===== src/rtl/melody_sequencer.sv =====
// melody_sequencer
//   Plays a fixed 16-entry melody ROM as a sequence of tones for a square-wave
//   tone generator. Each entry sounds for len beats, followed by a short silent
//   gap. A play button toggles play/pause, a stop button aborts, and loop_en
//   makes the song repeat.
//
// Ports
//   clk      in   system clock
//   rst      in   asynchronous active-high reset
//   play_pb  in   one-cycle pulse: start (IDLE) or toggle pause (NOTE/GAP/PAUSE)
//   stop_pb  in   one-cycle pulse: abort to IDLE (wins over play_pb)
//   loop_en  in   level: restart at entry 0 after the last entry
//   note_div out  half-period count for the tone generator, 0 = silence
//   note_on  out  high while a non-rest note sounds
//   note_idx out  current ROM index
//   busy     out  high in NOTE, GAP and PAUSE
//   done     out  one-cycle pulse when the song ends with loop_en low
module melody_sequencer #(
  parameter int BEAT_CYCLES = 25_000_000,
  parameter int GAP_CYCLES  = 2_500_000,
  parameter int SONG_LEN    = 16
) (
  input  logic        clk,
  input  logic        rst,
  input  logic        play_pb,
  input  logic        stop_pb,
  input  logic        loop_en,
  output logic [17:0] note_div,
  output logic        note_on,
  output logic [3:0]  note_idx,
  output logic        busy,
  output logic        done
);

  typedef enum logic [1:0] {IDLE, NOTE, GAP, PAUSE} state_t;

  localparam logic [27:0] BEAT     = 28'(BEAT_CYCLES);
  localparam logic [27:0] GAP_LAST = 28'(GAP_CYCLES - 1);
  localparam logic [3:0]  LAST_IDX = 4'(SONG_LEN - 1);

  // ROM entry layout: {code[3:0], len[2:0]}
  function automatic logic [6:0] rom_word(input logic [3:0] idx);
    case (idx)
      4'd0:  rom_word = {4'd3, 3'd1};
      4'd1:  rom_word = {4'd2, 3'd1};
      4'd2:  rom_word = {4'd1, 3'd1};
      4'd3:  rom_word = {4'd2, 3'd1};
      4'd4:  rom_word = {4'd3, 3'd1};
      4'd5:  rom_word = {4'd3, 3'd1};
      4'd6:  rom_word = {4'd3, 3'd2};
      4'd7:  rom_word = {4'd2, 3'd1};
      4'd8:  rom_word = {4'd2, 3'd1};
      4'd9:  rom_word = {4'd2, 3'd2};
      4'd10: rom_word = {4'd3, 3'd1};
      4'd11: rom_word = {4'd5, 3'd1};
      4'd12: rom_word = {4'd5, 3'd2};
      4'd13: rom_word = {4'd0, 3'd1};
      4'd14: rom_word = {4'd1, 3'd2};
      default: rom_word = {4'd0, 3'd1};
    endcase
  endfunction

  function automatic logic [17:0] code_div(input logic [3:0] code);
    case (code)
      4'd1:    code_div = 18'd191110;
      4'd2:    code_div = 18'd170265;
      4'd3:    code_div = 18'd151685;
      4'd4:    code_div = 18'd143172;
      4'd5:    code_div = 18'd127551;
      4'd6:    code_div = 18'd113636;
      4'd7:    code_div = 18'd101239;
      default: code_div = 18'd0;   // rest and unused codes
    endcase
  endfunction

  state_t      state_reg, state_next;
  state_t      saved_reg, saved_next;
  logic [3:0]  idx_reg, idx_next;
  logic [27:0] cnt_reg, cnt_next;
  logic        done_next;
  logic [17:0] div_next;

  logic [6:0]  cur_entry, next_entry;
  logic [2:0]  cur_len;
  logic [27:0] note_last;

  assign cur_entry  = rom_word(idx_reg);
  assign next_entry = rom_word(idx_next);
  assign cur_len    = (cur_entry[2:0] == 3'd0) ? 3'd1 : cur_entry[2:0];
  assign note_last  = 28'(cur_len) * BEAT - 28'd1;

  // Next-state logic. The last cycle of NOTE or GAP always advances, so a
  // play_pb landing on it is ignored. When pausing, the counter still steps
  // past the cycle that was just played; on resume the next cycle continues
  // from there, so the total sounding/gap time is unchanged.
  always_comb begin
    state_next = state_reg;
    saved_next = saved_reg;
    idx_next   = idx_reg;
    cnt_next   = cnt_reg;
    done_next  = 1'b0;
    if (stop_pb) begin
      state_next = IDLE;
      idx_next   = 4'd0;
      cnt_next   = 28'd0;
    end else begin
      case (state_reg)
        IDLE: begin
          if (play_pb) begin
            state_next = NOTE;
            idx_next   = 4'd0;
            cnt_next   = 28'd0;
          end
        end
        NOTE: begin
          if (cnt_reg == note_last) begin
            state_next = GAP;
            cnt_next   = 28'd0;
          end else begin
            cnt_next = cnt_reg + 28'd1;
            if (play_pb) begin
              state_next = PAUSE;
              saved_next = NOTE;
            end
          end
        end
        GAP: begin
          if (cnt_reg == GAP_LAST) begin
            cnt_next = 28'd0;
            if (idx_reg < LAST_IDX) begin
              idx_next   = idx_reg + 4'd1;
              state_next = NOTE;
            end else if (loop_en) begin
              idx_next   = 4'd0;
              state_next = NOTE;
            end else begin
              idx_next   = 4'd0;
              state_next = IDLE;
              done_next  = 1'b1;
            end
          end else begin
            cnt_next = cnt_reg + 28'd1;
            if (play_pb) begin
              state_next = PAUSE;
              saved_next = GAP;
            end
          end
        end
        PAUSE: begin
          if (play_pb) state_next = saved_reg;
        end
        default: state_next = IDLE;
      endcase
    end
  end

  // Outputs are computed from the next state so they are registered together
  // with it and appear one cycle after the triggering button pulse.
  assign div_next = (state_next == NOTE) ? code_div(next_entry[6:3]) : 18'd0;

  always_ff @(posedge clk or posedge rst) begin
    if (rst) begin
      state_reg <= IDLE;
      saved_reg <= NOTE;
      idx_reg   <= 4'd0;
      cnt_reg   <= 28'd0;
      note_div  <= 18'd0;
      note_on   <= 1'b0;
      busy      <= 1'b0;
      done      <= 1'b0;
    end else begin
      state_reg <= state_next;
      saved_reg <= saved_next;
      idx_reg   <= idx_next;
      cnt_reg   <= cnt_next;
      note_div  <= div_next;
      note_on   <= (div_next != 18'd0);
      busy      <= (state_next != IDLE);
      done      <= done_next;
    end
  end

  assign note_idx = idx_reg;

endmodule


===== config.mk =====
export PLATFORM = sky130hd
export DESIGN_NAME = melody_sequencer
export DESIGN_NICKNAME = d
export VERILOG_FILES = /design/src/rtl/melody_sequencer.sv
export SDC_FILE = /design/constraint.sdc
export NUM_CORES = 1
export LEC_CHECK = 0
export ABC_AREA = 1
export ABC_CLOCK_PERIOD_IN_PS = 4050
export BUFFER_PORTS_ARGS = -buffer_cell sky130_fd_sc_hd__buf_2
export CAP_MARGIN = 20
export CELL_PAD_IN_SITES_DETAIL_PLACEMENT = 2
export CELL_PAD_IN_SITES_GLOBAL_PLACEMENT = 2
export CORE_MARGIN = 2
export CORE_UTILIZATION = 38
export DETAILED_ROUTE_END_ITERATION = 10
export GPL_ROUTABILITY_DRIVEN = 0
export PLACE_DENSITY = 0.87
export SYNTH_ARGS = -nofsm -noshare
export SYNTH_HDL_FRONTEND = slang
export SYNTH_SLANG_ARGS = --single-unit

===== constraint.sdc =====
create_clock -name clk -period 4.05 [get_ports clk]
set_input_delay 1.215 -clock clk [delete_from_list [all_inputs] [get_ports clk]]
set_output_delay 1.215 -clock clk [all_outputs]
set_load 0.03 [all_outputs]

==> out/results.ini, run 1 <==
[power]
powerDensity_mw_per_mm2=460
p_leak_nw=1.96
ir_worst_vdd_uv=214

[routing]
firstDrtPassIters=5
drt_iter0_drc=165
drt_wl_total_microns=13400
num_vias=3630
route.detailed.drc=0
via_per_inst=5.48
post_drt_wl_per_cell_microns=20.2
ant_nets=0

[setup_path]
startpoint=cnt_reg[0]$_DFFE_PP0P_
r2r_start=cnt_reg[0]$_DFFE_PP0P_
regToRegEndpoint=cnt_reg[9]$_DFFE_PP0P_
cp.arrival_ps=3270
end_kind=register
critPathRequiredTime_ps=4220
r2r_setup_slack_ps=950
cp-start-kind=register
cp-endpoint=cnt_reg[9]$_DFFE_PP0P_
reg2regPathDepth=14
path_class=reg2reg
crit_fanout=12

[clock_network]
htree_levels=2
clock-sinks=56
clk_pin_slew_ps=110
cts_buffers=5
clk_latency_ps=330
post_cts_buffers=0
cts_tree=yes
cts_hold_repair.buffers=0
clockRootBuffer=clkbuf_8
cts_resized=0
clock_path_buffers=2

[final_layout]
post-route-cell-area_sq_mm=0.00405
diodes=0
drive_above_1_share=0.185
area_delta_synth_final_pct=9.83
fin_nets=547
largest_reg_flops=28
final-instance-count-excl-fill=663

[flow_run]
cap_violations=0

[timing]
slew_violations=0
max_clock_freq_mhz=323
max_slew_margin=0.486
fin_setup_tns_ps=0
hold_viol_final=0
post-route-min-period_ps=3100
finClkSkew_ps=15.4
worstMarginPinSlew_ps=770
setup_viol=0
period_share=0.765
holdWs_ps=551
rsz0062_at_grt=no

[floorplan]
fp.dieW_microns=103
ios=30
core_area_sq_mm=0.00933
std_cell_rows=35
dieArea_sq_mm=0.0105
start_util=0.396
die_y_microns=103

[grt]
antenna_found_initial=0
grt_usage=0.272
grt_pass1_wl_microns=21700
overflow=0
grt_pass1_vias=3965
grt_max_degree=24

[synthesis]
avgSynthCellArea_sq_um=7.32
ys.warnings.count=0
syn_area_sq_mm=0.00369
synth_cells=504
netlist.area_leader.share=0.373
synth.distinct_cells=43
synthTopCellsByArea=dfrtp_1 37%, nand2_1 12%, inv_1 5.9%
yosysTopAreaCell=dfrtp_1
ys_ff_latch=56
ys_seq_area_frac=0.380

[place]
io_buffer_count=29
post_dp_cell_area_sq_mm=0.00396
hpwl_microns=10400
placedCellCount=655

[worst_hold_path]
holdCritPathClass=reg2reg
hold_depth=2

[status]
status=completed

==> cell type report <==
class | count | area, sq um
inverter | 69 | 259
tap | 129 | 161
sequential | 56 | 1400
timing repair buffer | 32 | 168
clock buffer | 5 | 68.8
multi-input combinational | 369 | 1970
clock inverter | 3 | 28.8
fill | 1119 | 5270
==> per-layer routing <==
layer	global-route usage	vias up	part of all wire	routed length, microns
li1	-	1683	-	-
met1	0.368	1864	0.45	5990
met2	0.472	64	0.51	6810
met3	0.0278	19	0.030	398
met4	0.0626	0	0.016	211
met5	0	-	0	0
==> power by group <==
part           leakage, nW  total (mW)  switching [mW]  internal (mW)
combinational         1.15       0.837           0.624          0.213
clock               0.0511       0.346           0.214          0.131
sequential           0.760       0.681          0.0460          0.635
total                 1.96        1.86           0.884          0.979
==> logic make-up (layout without fill, tap and decap cells) <==
kind of cell             after synthesis  after routing  synth area share
AND/OR/NAND/NOR                      284            284             0.366
buffers and inverters                 80            109            0.0885
adder cells (fa/ha/maj)                9              9            0.0305
other                                  1              2           0.00102
flip-flops                            56             56             0.380
XOR/XNOR                              10             10            0.0237
AO/OA/AOI/OAI                         64             64             0.110
==> cell usage after synthesis (all sizes together) <==
library cell and number:
a22oi 1, o22ai 9, o32ai 2, nand2 141, nor4 6, xnor2 1, a31oi 1, o21bai 1
o21a 1, a22o 1, dfstp 1, o211ai 3, xor2 9, clkbuf 3, or2 1, conb 1
o2111ai 1, clkinv 1, nand3 43, ha 9, a21oi 13, nor3b 1, nor2 68, dfrtp 55
buf 8, o21ai 30, nand4 13, inv 68, a21boi 1, nor3 11
==> layout by cell type (no fill, tap or decap), types with 5 or more instances in the layout <==
cell type,synthesis,layout
nand2_1,120,120
inv_1,58,57
dfrtp_1,55,55
nor2_1,53,53
nand3_1,37,37
buf_2,3,29
o21ai_0,20,20
nand2_2,18,18
nand4_1,13,13
nor2_2,11,11
inv_2,10,11
nor3_1,11,11
a21oi_1,11,11
o22ai_1,9,9
xor2_1,9,9
ha_1,9,9
o21ai_1,7,7
nand3_2,6,6
nor4_1,6,6
clkbuf_8,0,5
==> metrics by stage <==
step | power [mW] | setup WS [ps] | util
detailed placement | 1.52 | 846 | 0.424
floorplan | 1.28 | 1470 | -
finish | 1.86 | 953 | 0.435
global placement | 1.46 | 961 | 0.424
CTS | 1.88 | 996 | 0.435
global route | 1.98 | 751 | 0.435
==> worst min-delay path by stage <==
| stage | startpoint | endpoint |
|---|---|---|
| floorplan | saved_reg[0]$_DFFE_PP1P_ | saved_reg[0]$_DFFE_PP1P_ |
| global placement | saved_reg[0]$_DFFE_PP1P_ | saved_reg[0]$_DFFE_PP1P_ |
| detailed placement | cnt_reg[0]$_DFFE_PP0P_ | cnt_reg[0]$_DFFE_PP0P_ |
| CTS | saved_reg[0]$_DFFE_PP1P_ | saved_reg[0]$_DFFE_PP1P_ |
| global route | saved_reg[0]$_DFFE_PP1P_ | saved_reg[0]$_DFFE_PP1P_ |
| finish | saved_reg[0]$_DFFE_PP1P_ | saved_reg[0]$_DFFE_PP1P_ |
==> critical path: stages (launching register included) <==
cell and delay [ps]:
dfrtp_1 440, ha_1 290, nand2_1 110, nor2_2 160
nand2_1 130, nor3_1 340, nand3_1 150, nor2_2 180
nand2_1 120, nand2_1 100, nand2_2 100, nand2_1 440
inv_2 180, nand3_1 130, o21ai_0 90
No activity file was read; power rests on OpenSTA's default activity.
==> inputs of run 2 (changes only) <==
--- a/config.mk
+++ b/config.mk
@@ -6,16 +6,16 @@
 export NUM_CORES = 1
 export LEC_CHECK = 0
 export ABC_AREA = 1
-export ABC_CLOCK_PERIOD_IN_PS = 4050
+export ABC_CLOCK_PERIOD_IN_PS = 2690
 export BUFFER_PORTS_ARGS = -buffer_cell sky130_fd_sc_hd__buf_2
 export CAP_MARGIN = 20
 export CELL_PAD_IN_SITES_DETAIL_PLACEMENT = 2
 export CELL_PAD_IN_SITES_GLOBAL_PLACEMENT = 2
 export CORE_MARGIN = 2
-export CORE_UTILIZATION = 38
+export CORE_UTILIZATION = 31
 export DETAILED_ROUTE_END_ITERATION = 10
 export GPL_ROUTABILITY_DRIVEN = 0
-export PLACE_DENSITY = 0.87
+export PLACE_DENSITY = 0.76
 export SYNTH_ARGS = -nofsm -noshare
 export SYNTH_HDL_FRONTEND = slang
 export SYNTH_SLANG_ARGS = --single-unit
==> constraint.sdc (replaced) <==
create_clock -name clk -period 2.69 [get_ports clk]
set_input_delay 0.807 -clock clk [delete_from_list [all_inputs] [get_ports clk]]
set_output_delay 0.807 -clock clk [all_outputs]
set_load 0.03 [all_outputs]
==> run 2 against run 1 <==
  * Cell count grew 4.1%
  * Cell area is 4.3% higher
  * Largest power group unchanged
  * Clock-buffer cell count unchanged
  * The run now ends with DRC left
  * Sequential share of layout area fell by 1.4 points
  * Setup slack got worse by 700 ps
  * Fmax is 27% higher
  * Die area increased by 22%
  * Largest cell class unchanged
  * Global-route usage shrank 5.4 points
==> out/results.ini, run 2 (synthesized netlist as in run 1, its figures left out) <==
[timing]
hold_viol_final=0
fin_setup_tns_ps=0
rsz0062_at_grt=no
worstMarginPinSlew_ps=606
holdWs_ps=484
setup_viol=0
post-route-min-period_ps=2440
finClkSkew_ps=9.62
slew_violations=0
max_slew_margin=0.592
max_clock_freq_mhz=411
period_share=0.905

[final_layout]
layout_common_cells=120 x nand2_1, 57 x inv_1, 55 x dfrtp_1
final_common_cell=nand2_1
largest_reg_flops=28
fin_nets=560
diodes=0
fill_cells=1406
drive_above_1_share=0.208
area_delta_synth_final_pct=14.5

[power]
ir_worst_vdd_uv=557
powerDensity_mw_per_mm2=729
p_leak_nw=2.04

[routing]
num_vias=3598
drt_wl_total_microns=12900
via_per_inst=5.21
drt_iter0_drc=131
route.detailed.drc=2
firstDrtPassIters=7
post_drt_wl_per_cell_microns=18.7
ant_nets=0

[setup_path]
worst_path_largest_cell_delay_ps=450
startpoint=note_idx[1]$_DFF_PP0_
critPathRequiredTime_ps=2930
cp-start-kind=register
r2r_start=note_idx[1]$_DFF_PP0_
critical-path-slowest-cell=dfrtp_1
end_kind=register
cp.arrival_ps=2680
worst_path_most_repeated_cell=nand2_1
crit_chain=inv_1 > ha_1 > inv_1 > nand2_1 > nand3_2 > nand2_1 > nand2_1 > nand2_1 > nand2_1 > nand2_1 > inv_1 > nand2_1 > nand3_1 > nand2_1 > nand2_2 > nor2_8 > nand2_4 > o21ai_2
crit_fanout=9
path_class=reg2reg

[clock_network]
clock-sinks=56
cts_hold_repair.buffers=0
cts_tree=yes
clock_path_buffers=2
clk_latency_ps=310
cts_buffers=5
htree_levels=2
clk_pin_slew_ps=80
clockRootBuffer=clkbuf_16

[floorplan]
die_y_microns=113
core_area_sq_mm=0.0115
dieArea_sq_mm=0.0128
start_util=0.321
fp.dieW_microns=113
std_cell_rows=39
ios=30

[worst_hold_path]
holdCritPathClass=in2async

[flow_run]
cap_violations=0

[grt]
grt_pass1_vias=4044
grt_max_degree=26
grt_pass1_wl_microns=21700
grt_usage=0.218
antenna_found_initial=0
overflow=0

[status]
violations=DRC
status=finished, violations left

[place]
io_buffer_count=29
hpwl_microns=10300

run 2: final timing paths:
| kind | endpoint | slack [ps] | cells after the start |
|---|---|---|---|
| setup / recovery | note_div[17]$_DFF_PP0_ | 250 | 18 |
| hold / removal | cnt_reg[27]$_DFFE_PP0P_ | 480 | 2 |
| setup reg to reg | note_div[17]$_DFF_PP0_ | 250 | 18 |
| hold reg to reg | saved_reg[1]$_DFFE_PP0P_ | 500 | 2 |
| max in group asynchronous | saved_reg[0]$_DFFE_PP1P_ | 1460 | 3 |
| min in group clk | saved_reg[1]$_DFFE_PP0P_ | 500 | 2 |
run 2: stage by stage:
step | util | setup WS [ps] | instances | power, mW | instance area, sq um
6_report | 0.367 | 255 | 690 | 3.08 | 4230
4_1_cts | 0.367 | 184 | 690 | 3.11 | 4220
3_5_place_dp | 0.354 | 76.5 | 682 | 2.39 | 4070
3_3_place_gp | 0.354 | 183 | 682 | 2.34 | 4070
5_1_grt | 0.367 | 11.1 | 690 | 3.29 | 4230
2_1_floorplan | - | 513 | 505 | 1.93 | 3690
run 2: worst max-delay path, delay by kind of cell (launching register included):
family / cells / cell delay, ps
buffers and inverters: 3 / 240
AO/OA/AOI/OAI: 1 / 140
adder cells (fa/ha/maj): 1 / 170
flip-flops: 1 / 450
AND/OR/NAND/NOR: 13 / 1370
run 2: final cells by class:
type,instances,area [sq um],area share
clock buffers,5,125,0.0296
inverters,69,259,0.0613
multi-input cells,369,1970,0.466
flip-flops and latches,56,1400,0.332
well taps,143,179,0.0423
clock inverters,3,25.0,0.00592
repair buffers,45,265,0.0628
run 2: per-layer routing:
metal  global-route usage  vias up  routed length (microns)
li1                     -     1709                        -
met1                0.281     1818                     5770
met2                0.377       54                     6460
met3               0.0445       17                      446
met4               0.0512        0                      187
met5                    0        -                        0
run 2: where the power goes:
| group | internal [mW] | switching, mW |
|---|---|---|
| clock | 0.354 | 0.350 |
| combinational | 0.400 | 0.958 |
| sequential | 0.955 | 0.0622 |
run 2: timing repair:
item,4_1_cts,5_1_grt
endpoints found under the setup margin,0,5
gates resized for setup,0,2
setup buffers,0,0
==> inputs of run 3 (changes only) <==
--- a/config.mk
+++ b/config.mk
@@ -13,9 +13,11 @@
 export CELL_PAD_IN_SITES_GLOBAL_PLACEMENT = 2
 export CORE_MARGIN = 2
 export CORE_UTILIZATION = 31
+export CTS_CLUSTER_DIAMETER = 120
 export DETAILED_ROUTE_END_ITERATION = 10
 export GPL_ROUTABILITY_DRIVEN = 0
 export PLACE_DENSITY = 0.76
+export REMOVE_ABC_BUFFERS = 1
 export SYNTH_ARGS = -nofsm -noshare
 export SYNTH_HDL_FRONTEND = slang
 export SYNTH_SLANG_ARGS = --single-unit
==> run 3 against run 2 <==
  * Largest cell class unchanged
  * Die area unchanged
  * Sequential share of layout area about the same
  * Clock-buffer cell count unchanged
  * Critical path type unchanged
  * Combinational power about the same
  * Register-to-register slack worse by 20 ps
  * Core utilization about the same
  * Largest power group unchanged
  * Flip-flop and latch count unchanged
  * Sequential power about the same
  * Routed wire length up 0.26%
  * Setup slack worse by 25 ps
  * Non-clock buffer count down 2
  * The run still ends with DRC left
==> out/results.ini, run 3 (synthesized netlist as in run 1, its figures left out) <==
[setup_path]
critPathBufInv=0
cp.arrival_ps=2670
reg2regPathDepth=14
end_kind=register
r2r_start=cnt_reg[0]$_DFFE_PP0P_
cp-endpoint=cnt_reg[22]$_DFFE_PP0P_
path_class=reg2reg
crit_fanout=4
worst_path_largest_cell_delay_ps=400
crit_chain=ha_1 > nand2_1 > nor2_2 > nand4_1 > nor2_2 > nand2_1 > nor2_1 > nand4_1 > nor2_1 > nand2_1 > nor2_2 > nor2_1 > o21ai_0 > o21ai_1
regToRegEndpoint=cnt_reg[22]$_DFFE_PP0P_
cp-start-kind=register
startpoint=cnt_reg[0]$_DFFE_PP0P_
path_depth=14
path_delay_family=simple AND/OR/NAND/NOR gates
critical-path-slowest-cell=dfrtp_1
critPathRequiredTime_ps=2900
r2r_setup_slack_ps=230

[grt]
grt_usage=0.214
grt_pass1_vias=3920
antenna_found_initial=0
overflow=0
grt_max_degree=33
grt_pass1_wl_microns=21300

[routing]
post_drt_wl_per_cell_microns=18.8
ant_nets=0
route.met2.wl_microns=6210
drt_iter0_drc=140
firstDrtPassIters=7
num_vias=3572
via_per_inst=5.19
drt-met1-wl_microns=6160
top_layer=met4
drt_wl_total_microns=12900
route.detailed.drc=4
dr_wl_met3_microns=385

[final_layout]
final_common_cell=nand2_1
area_delta_synth_final_pct=14.4
largest_reg_flops=28
fin_util=0.367
fill_cells=1381
drive_above_1_share=0.206
fin_nets=558
final-instance-count-excl-fill=688
layout_common_cells=119 x nand2_1, 57 x inv_1, 55 x dfrtp_1
post-route-cell-area_sq_mm=0.00422
diodes=0

[power]
p_leak_nw=2.04
ir_worst_vdd_uv=481
powerDensity_mw_per_mm2=736

[clock_network]
htree_levels=2
clockRootBuffer=clkbuf_16
clock-sinks=56
cts_buffers=5
clk_latency_ps=320
clk_pin_slew_ps=90
clock_path_buffers=2
cts_tree=yes

[worst_hold_path]
holdCritPathClass=reg2reg

[timing]
worst_slack_ps=230
worstMarginPinSlew_ps=578
post-route-min-period_ps=2460
finClkSkew_ps=10.6
max_slew_margin=0.611
holdWs_ps=519
period_share=0.915
slew_violations=0
setup_viol=0
max_clock_freq_mhz=406
hold_viol_final=0

[floorplan]
core_area_sq_mm=0.0115
ios=30
fp.dieW_microns=113
std_cell_rows=39
die_y_microns=113
dieArea_sq_mm=0.0128
start_util=0.321

[place]
io_buffer_count=29
placedCellCount=679
place_ws_ps=112
post_dp_cell_area_sq_mm=0.00406
hpwl_microns=9940

[status]
status=finished, violations left
violations=DRC

[flow_run]
cap_violations=0

[run 3: worst min path at each step]
stage                             startpoint                        to  slack [ps]  cells past startpoint
global route        saved_reg[1]$_DFFE_PP0P_  saved_reg[1]$_DFFE_PP0P_         560                      2
floorplan           saved_reg[0]$_DFFE_PP1P_  saved_reg[0]$_DFFE_PP1P_         460                      2
CTS                 saved_reg[0]$_DFFE_PP1P_  saved_reg[0]$_DFFE_PP1P_         520                      2
detailed placement  saved_reg[0]$_DFFE_PP1P_  saved_reg[0]$_DFFE_PP1P_         510                      2
finish              saved_reg[0]$_DFFE_PP1P_  saved_reg[0]$_DFFE_PP1P_         520                      2
global placement    saved_reg[0]$_DFFE_PP1P_  saved_reg[0]$_DFFE_PP1P_         490                      2
[run 3: repair_timing]
action                                 4_1_cts  5_1_grt
hold buffers                                 0        0
buffers inserted                             0        1
endpoints found under the hold margin        0        0
setup endpoints to repair                    0       14
gates resized for setup                      0        2
[run 3: worst min-delay path, cell delays in order, from the launching register on]
cell and delay (ps):
dfstp_2 370, inv_1 70, o21bai_1 80
[run 3: layer usage]
metal / vias to the layer above / track usage
met2: 45 / 0.361
met5: - / 0
met4: 0 / 0.0504
met3: 12 / 0.0364
li1: 1710 / -
met1: 1805 / 0.287
[run 3: cell type report]
class / count / area, sq um / area share
Clock inverter: 3 / 25.0 / 0.00592
Tap cell: 143 / 179 / 0.0424
Clock buffer: 5 / 125 / 0.0296
Timing Repair Buffer: 43 / 263 / 0.0622
Inverter: 69 / 259 / 0.0613
Multi-Input combinational cell: 369 / 1970 / 0.467
Sequential cell: 56 / 1400 / 0.332
[run 3: per-stage QoR]
| stage | power, mW | setup TNS, ps |
|---|---|---|
| 6_report | 3.11 | 0 |
| 5_1_grt | 3.29 | -39.9 |
| 4_1_cts | 3.14 | 0 |
| 3_5_place_dp | 2.39 | 0 |
| 3_3_place_gp | 2.35 | 0 |
| 2_1_floorplan | 1.91 | 0 |
[run 3: power by group]
| part | internal (mW) | total (mW) | switching (mW) | leakage, nW |
|---|---|---|---|---|
| Combinational | 0.402 | 1.36 | 0.959 | 1.21 |
| Clock | 0.354 | 0.727 | 0.373 | 0.0708 |
| Sequential | 0.955 | 1.02 | 0.0660 | 0.760 |
